<file path="config.mk">
export PLATFORM = sky130hd
export DESIGN_NAME = wb_slave_mux
export DESIGN_NICKNAME = d
export VERILOG_FILES = /design/src/rtl/wb_mux_pkg.sv /design/src/rtl/wb_mux_timeout.sv /design/src/rtl/wb_slave_mux.sv
export SDC_FILE = /design/constraint.sdc
export NUM_CORES = 1
export LEC_CHECK = 0
export ABC_CLOCK_PERIOD_IN_PS = 3120
export CAP_MARGIN = 10
export CORE_ASPECT_RATIO = 0.6
export CORE_MARGIN = 10
export CORE_UTILIZATION = 32
export CTS_CLUSTER_DIAMETER = 50
export DETAILED_ROUTE_END_ITERATION = 8
export PLACE_DENSITY_LB_ADDON = 0.15
export SYNTH_ARGS = -nofsm -noshare
export SYNTH_HDL_FRONTEND = slang
export SYNTH_SLANG_ARGS = --single-unit
</file>
<file path="constraint.sdc">
create_clock -name wb_clk_i -period 3.12 [get_ports wb_clk_i]
set_clock_uncertainty 0.1 [all_clocks]
set_input_delay 0.468 -clock wb_clk_i [delete_from_list [all_inputs] [get_ports wb_clk_i]]
set_output_delay 0.468 -clock wb_clk_i [all_outputs]
set_load 0.02 [all_outputs]
</file>
<file path="src/rtl/wb_mux_pkg.sv">
// wb_mux_pkg: shared types, default address map and decode helper for the Wishbone slave mux
// Holds the FSM state enum, the slave-select enum and the default base/mask/data constants
// that the mux top and the dino register bank agree on.
package wb_mux_pkg;
    typedef enum logic [1:0] {IDLE, ACTIVE, RESP} state_t;
    typedef enum logic [1:0] {S0, S1, NONE} slv_t;
    localparam logic [31:0] DEF_S0_BASE      = 32'h3000_0000;
    localparam logic [31:0] DEF_S1_BASE      = 32'h3100_0000;
    localparam logic [31:0] DEF_ADDR_MASK    = 32'hFF00_0000;
    localparam logic [31:0] DEF_UNMAP_DATA   = 32'hDEAD_BEEF;
    localparam logic [31:0] DEF_TIMEOUT_DATA = 32'hBAD0_0000;
    localparam int          DEF_TIMEOUT_CYC  = 256;
    // Slave 0 wins when both windows match.
    function automatic slv_t decode(input logic [31:0] adr, input logic [31:0] s0_base,
                                    input logic [31:0] s1_base, input logic [31:0] mask);
        return ((adr & mask) == s0_base) ? S0 : ((adr & mask) == s1_base) ? S1 : NONE;
    endfunction
endpackage

</file>
<file path="src/rtl/wb_mux_timeout.sv">
// wb_mux_timeout: counts ACTIVE cycles and strobes expire on the last allowed one
// Ports:
//   clk, rst  clock and synchronous active-high reset
//   active    high while the mux FSM is in ACTIVE
//   expire    high in the TIMEOUT_CYC-th consecutive ACTIVE cycle
module wb_mux_timeout #(
    parameter int TIMEOUT_CYC = 256
) (
    input  logic clk,
    input  logic rst,
    input  logic active,
    output logic expire
);
    localparam int W = $clog2(TIMEOUT_CYC) + 1;
    logic [W-1:0] cnt;
    // Held at zero outside ACTIVE, so each entry into ACTIVE starts a fresh count.
    always_ff @(posedge clk) begin
        if (rst || !active) cnt <= '0;
        else cnt <= cnt + 1'b1;
    end
    assign expire = active && (cnt == W'(TIMEOUT_CYC - 1));
endmodule

</file>
<file path="src/rtl/wb_slave_mux.sv">
// wb_slave_mux: Wishbone classic decoder from the Caravel slave port to the AES core and dino regs
// Optional feature macro: WB_TIMEOUT_EN (forced termination of hung slave cycles).
// Ports:
//   wb_clk_i, wb_rst_i              clock, synchronous active-high reset
//   wbs_cyc/stb/we/sel/adr/dat_i    master request
//   wbs_ack_o, wbs_dat_o            registered one-cycle ack and read data
//   sN_cyc/stb/we/sel/adr/dat_o     slave N request (N=0 AES, N=1 dino regs)
//   sN_ack_i, sN_dat_i              slave N response
//   timeout_flag_o, timeout_cnt_o   sticky timeout flag and saturating timeout count
module wb_slave_mux
    import wb_mux_pkg::*;
#(
    parameter logic [31:0] S0_BASE      = DEF_S0_BASE,
    parameter logic [31:0] S1_BASE      = DEF_S1_BASE,
    parameter logic [31:0] ADDR_MASK    = DEF_ADDR_MASK,
    parameter logic [31:0] UNMAP_DATA   = DEF_UNMAP_DATA,
    parameter int          TIMEOUT_CYC  = DEF_TIMEOUT_CYC,
    parameter logic [31:0] TIMEOUT_DATA = DEF_TIMEOUT_DATA
) (
    input  logic        wb_clk_i,
    input  logic        wb_rst_i,
    input  logic        wbs_cyc_i,
    input  logic        wbs_stb_i,
    input  logic        wbs_we_i,
    input  logic [3:0]  wbs_sel_i,
    input  logic [31:0] wbs_adr_i,
    input  logic [31:0] wbs_dat_i,
    output logic        wbs_ack_o,
    output logic [31:0] wbs_dat_o,
    output logic        s0_cyc_o,
    output logic        s0_stb_o,
    output logic        s0_we_o,
    output logic [3:0]  s0_sel_o,
    output logic [27:0] s0_adr_o,
    output logic [31:0] s0_dat_o,
    input  logic        s0_ack_i,
    input  logic [31:0] s0_dat_i,
    output logic        s1_cyc_o,
    output logic        s1_stb_o,
    output logic        s1_we_o,
    output logic [3:0]  s1_sel_o,
    output logic [27:0] s1_adr_o,
    output logic [31:0] s1_dat_o,
    input  logic        s1_ack_i,
    input  logic [31:0] s1_dat_i,
    output logic        timeout_flag_o,
    output logic [7:0]  timeout_cnt_o
);
    state_t      state, state_n;
    slv_t        sel_q;
    logic        active, take_ack, fin, expire;
    logic [31:0] rdat, resp_dat;

    assign active   = state == ACTIVE;
    assign s0_cyc_o = active && sel_q == S0 && wbs_cyc_i;
    assign s0_stb_o = active && sel_q == S0 && wbs_stb_i;
    assign s1_cyc_o = active && sel_q == S1 && wbs_cyc_i;
    assign s1_stb_o = active && sel_q == S1 && wbs_stb_i;
    assign s0_we_o  = wbs_we_i;
    assign s1_we_o  = wbs_we_i;
    assign s0_sel_o = wbs_sel_i;
    assign s1_sel_o = wbs_sel_i;
    assign s0_adr_o = wbs_adr_i[27:0];
    assign s1_adr_o = wbs_adr_i[27:0];
    assign s0_dat_o = wbs_dat_i;
    assign s1_dat_o = wbs_dat_i;

    // An unmapped cycle behaves like a slave that acks at once with UNMAP_DATA.
    assign take_ack = sel_q == S0 ? s0_ack_i : sel_q == S1 ? s1_ack_i : 1'b1;
    assign rdat     = sel_q == S0 ? s0_dat_i : sel_q == S1 ? s1_dat_i : UNMAP_DATA;
    assign resp_dat = take_ack ? rdat : TIMEOUT_DATA;
    // Dropping cyc aborts the cycle even if an ack arrives alongside it.
    assign fin      = active && wbs_cyc_i && (take_ack || expire);

    always_comb begin
        state_n = state;
        if (state == IDLE) state_n = (wbs_cyc_i && wbs_stb_i) ? ACTIVE : IDLE;
        else if (state == ACTIVE) state_n = !wbs_cyc_i ? IDLE : fin ? RESP : ACTIVE;
        else state_n = IDLE;
    end

    always_ff @(posedge wb_clk_i) begin
        if (wb_rst_i) begin
            state     <= IDLE;
            sel_q     <= NONE;
            wbs_ack_o <= 1'b0;
            wbs_dat_o <= '0;
        end else begin
            state     <= state_n;
            if (state == IDLE && wbs_cyc_i && wbs_stb_i)
                sel_q <= decode(wbs_adr_i, S0_BASE, S1_BASE, ADDR_MASK);
            wbs_ack_o <= fin;
            if (fin) wbs_dat_o <= resp_dat;
        end
    end

`ifdef WB_TIMEOUT_EN
    logic tmo;
    wb_mux_timeout #(.TIMEOUT_CYC(TIMEOUT_CYC)) u_timeout (
        .clk(wb_clk_i), .rst(wb_rst_i), .active(active), .expire(expire)
    );
    // A same-cycle ack outranks expiry, so only ack-less terminations count.
    assign tmo = fin && !take_ack;
    always_ff @(posedge wb_clk_i) begin
        if (wb_rst_i) begin
            timeout_flag_o <= 1'b0;
            timeout_cnt_o  <= '0;
        end else if (tmo) begin
            timeout_flag_o <= 1'b1;
            timeout_cnt_o  <= timeout_cnt_o + {7'd0, timeout_cnt_o != 8'hFF};
        end
    end
`else
    // TIMEOUT_CYC < 2 is never a legal setting, so expiry is constant low here.
    assign expire         = TIMEOUT_CYC < 2;
    assign timeout_flag_o = 1'b0;
    assign timeout_cnt_o  = '0;
`endif
endmodule

</file>
After elaboration in Yosys (flattened, before gate mapping)
Index checks and enable logic that the tools add are counted.

cells by class
  add/sub/neg operators = 0
  multiply operators = 0
  divide/modulo/power cells = 0
  magnitude comparators = 0
  eq/ne operators = 4
  shift operators = 0
  mux-type cells = 12
  bitwise logic cells = 0
  reductions and logical operators = 13

operators with widths
  operator            number
  $mux 32             3
  $eq 8x6->1 const B  2
  $mux 2              6
  $logic_and 1x1->1   11
  $eq 2x1->1 const B  2
  $logic_not 2->1     2
  $mux 1              3

storage, ports and cells
  register bits after elaboration = 37
  bits in latches = 0
  RAM bits = 0
  bits in read-only memories = 0
  bits of input ports = 139
  output and inout bits = 176
  memories kept = 0

Depth between registers and ports, before layout
  word-level depth = 8
  gate-level depth with buffers = 5
  depth with buffers taken out = 3

Worst setup path after synthesis
No wires, ideal clock.

  path type = register -> output
  start = register sel_q[0]
  end = output s1_stb_o
  arrival = 1.366 ns
  data required time = 2.552 ns
  path slack = 1.186 ns
  stages on the path, launching flop included = 4
  buffers on the path = 2
  cells stage by stage = dfxtp_1 > buf_6 > buf_2 > nor3b_1

between the ends
  cells in the longest elaborated chain, start to end = 3

RTL lines
  element                          line                source
  start: declaration               wb_slave_mux.sv:50  slv_t sel_q;
  start signal: assignment         wb_slave_mux.sv:91  sel_q <= decode(wbs_adr_i, S0_BASE, S1_BASE, ADDR_MASK);
  $eq 2x1->1                       wb_slave_mux.sv:58  assign s1_stb_o = active && sel_q == S1 && wbs_stb_i;
  $logic_and 1x1->1 (2 in series)  wb_slave_mux.sv:58
  end: declaration                 wb_slave_mux.sv:39  output logic s1_stb_o,

Every way passes these cells.

Worst setup path after layout
  start = input wbs_cyc_i
  end = output s1_cyc_o

between the ends
  cells in the longest elaborated chain, start to end = 1

RTL lines
  element             line                source
  start: declaration  wb_slave_mux.sv:22  input logic wbs_cyc_i,
  $logic_and 1x1->1   wb_slave_mux.sv:57  assign s1_cyc_o = active && sel_q == S1 && wbs_cyc_i;
  end: declaration    wb_slave_mux.sv:38  output logic s1_cyc_o,

Every way passes these cells.

==> run_results.csv <==
group,metric,value,unit
grt,grt_pass1_vias,2170,
grt,grt_pass1_wl,12200,um
routing,wl_per_cell,17.4,um
setup_path,r2r_cells,4,
yosys,ys_ff_latch,37,
die,die_h,96.0,um
yosys,syn_area_per_cell,9.36,um^2
timing,fin_setup_tns,0,ps
yosys,seq_area_frac_synth,0.241,
timing,min_period,2750,ps
status,run_status,"finished, final reports clean",
grt,grt_use_total,0.108,
die,dieArea,14100,um^2
yosys,synth_area_leaders,"buf_4 34%, dfxtp_1 24%, a221oi_2 8.8%",
setup_path,cp.required,2550,ps
finish,area_delta_synth_final,13.7,%
routing,drc_errors,0,
yosys,async_reset_ff_frac,0,
setup_path,crit_path_end_kind,"primary output",
clock_network,post_cts_buffers,0,
die,initial_utilization,0.331,
yosys,syn_inst,329,
power_and_ir_drop,p_leak,1.11,nW
clock_network,clkTransAtPathRegs,50,ps
die,ioPinCount,315,
yosys,synth_edf_count,0,
die,die_x,147,um
setup_path,cp.arrival,2190,ps
timing,finalMaxSlewViolations,0,
finish,num_antenna_cells,0,
timing,whs,359,ps
yosys,synth-main-ff-cell,"dfxtp_1",
routing,first_iter_violations,64,
grt,overflow,0,
power_and_ir_drop,powerDensity,360,nW/um^2
routing,ant_nets,0,
yosys,synthTopCellsByCount,"140 x buf_4, 37 x dfxtp_1, 24 x inv_1, 24 x mux2i_1, 18 x a221oi_2",
clock_network,cts_hold_buf,0,
clock_network,cts-htree-levels,2,
placement,dp_hpwl,6150,um
grt,antenna_found_initial,0,
routing,routed_via_density,4.48,
clock_network,insertion_delay,280,ps
setup_path,path_class,"input port to primary output",
yosys,yosysMostFrequentCell,"buf_4",
setup_path,crit_path_max_fanout,5,
yosys,yosys.area.top_type_share,0.341,
yosys,synth_area,3080,um^2
clock_network,cts.sinks,37,
power_and_ir_drop,peakVddDrop,182,uV
timing,tightest_slew,900,ps
grt,grt_start_max_net_pins,38,
placement,io_buffers,122,
clock_network,cts.root.buffer_cell,"clkbuf_16",
routing,first_pass_iters,4,
clock_network,cts_resized,0,
yosys,yosysWarnings,0,
min_path,hold_depth,2,
timing,finalCritPeriodShare,0.883,
timing,hold_viol,0,
yosys,synth.distinct_cells,34,
die,placementRows,27,
timing,fmax,0.363,GHz
routing,via_count,2008,
routing,wirelength,7800,um
die,coreArea,9290,um^2
flow_run,drv_cap,0,
placement,place.gp.congestion,0.661,
timing,max_slew_margin,0.400,
clock_network,clockBufferDepth,2,
setup_path,critPathLaunchType,"input port",
finish,fill_cells,954,
finish,nets,456,
finish,final_layout_size_suffix_gt1_frac,0.142,
clock_network,cts_buffers,5,
timing,finalSetupViolCount,0,
timing,rsz0062_at_grt,"false",
clock_network,cts_tree,"built",
min_path,min-delay-path-class,"flip-flop to flip-flop",
yosys,netlist.top_cell.by_area,"buf_4",
stage by stage:
step / setup WS [ps] / total power [mW] / cells / instance area [um^2] / utilization
after global placement: 365 / 0.745 / 440 / 3340 / 0.360
final: 365 / 1.26 / 448 / 3500 / 0.377
after CTS: 338 / 1.29 / 448 / 3500 / 0.377
after detailed placement: 339 / 0.746 / 440 / 3340 / 0.360
after floorplan: 1190 / 0.844 / 337 / 3110 / -
after global routing: 190 / 1.33 / 448 / 3500 / 0.377
cells by family after synthesis:
kind of cell,after synthesis,share of synthesized area
AND/OR/NAND/NOR,42,0.0906
multiplexers,34,0.119
buffers and inverters,178,0.414
other,1,0.00122
AO/OA/AOI/OAI,37,0.134
flip-flops,37,0.241
worst max-delay path, cell delays in order:
cell and delay, ps:
clkdlybuf4s50_1 530, nor4bb_1 400, and2_1 190, clkdlybuf4s50_1 600
power breakdown:
group | leakage (nW) | internal, mW | total, mW | switching [mW]
Combinational | 0.725 | 0.142 | 0.237 | 0.0945
Sequential | 0.300 | 0.486 | 0.496 | 0.0102
Clock | 0.0799 | 0.338 | 0.529 | 0.190
worst paths after layout:
| kind | from | to | slack [ps] |
|---|---|---|---|
| hold / removal | wbs_dat_o[12] | wbs_dat_o[12] | 360 |
| setup reg to reg | sel_q[0] | wbs_dat_o[12] | 1200 |
| setup / recovery | wbs_cyc_i | s1_cyc_o | 370 |
| hold reg to reg | wbs_dat_o[12] | wbs_dat_o[12] | 360 |
layer usage:
metal | vias to the layer above | share of wire | global-route usage
met1 | 892 | 0.44 | 0.125
li1 | 947 | - | -
met4 | 0 | 0.025 | 0.0431
met3 | 40 | 0.13 | 0.0745
met2 | 129 | 0.41 | 0.152
met5 | - | 0 | 0
registers in the layout, summed over array words and instances, names as in the netlist:
register	cells
state	2
wbs_dat_o	32
sel_q	2
wbs_ack_o	1
layout make-up:
cell class | count | area, um^2 | area share
Tap cell | 130 | 163 | 0.0465
Clock inverter | 1 | 5.00 | 0.00143
Clock buffer | 7 | 153 | 0.0436
Timing Repair Buffer | 127 | 1250 | 0.358
Sequential cell | 37 | 742 | 0.212
Multi-Input combinational cell | 122 | 1090 | 0.312
Inverter | 24 | 90.1 | 0.0257
cells in the final DEF, fill, tap and decap left out, drive strengths merged:
master,synthesis,routed
a21oi,3,3
nor4bb,3,3
mux2i,25,25
inv,24,24
a221oi,24,24
and2,1,1
nand3,8,8
o21ai,1,1
clkbuf,5,7
nand4bb,2,2
conb,1,9
nand3b,9,9
nand2,1,1
dfxtp,37,37
nor3b,1,1
nand2b,8,8
nor3,2,2
clkinv,0,1
a31oi,8,8
nor2,5,5
and3b,1,1
clkdlybuf4s50,0,121
mux2,9,9
buf,148,6
nand4,1,1
a211o,1,1
No activity file was read; power rests on OpenSTA's default activity.
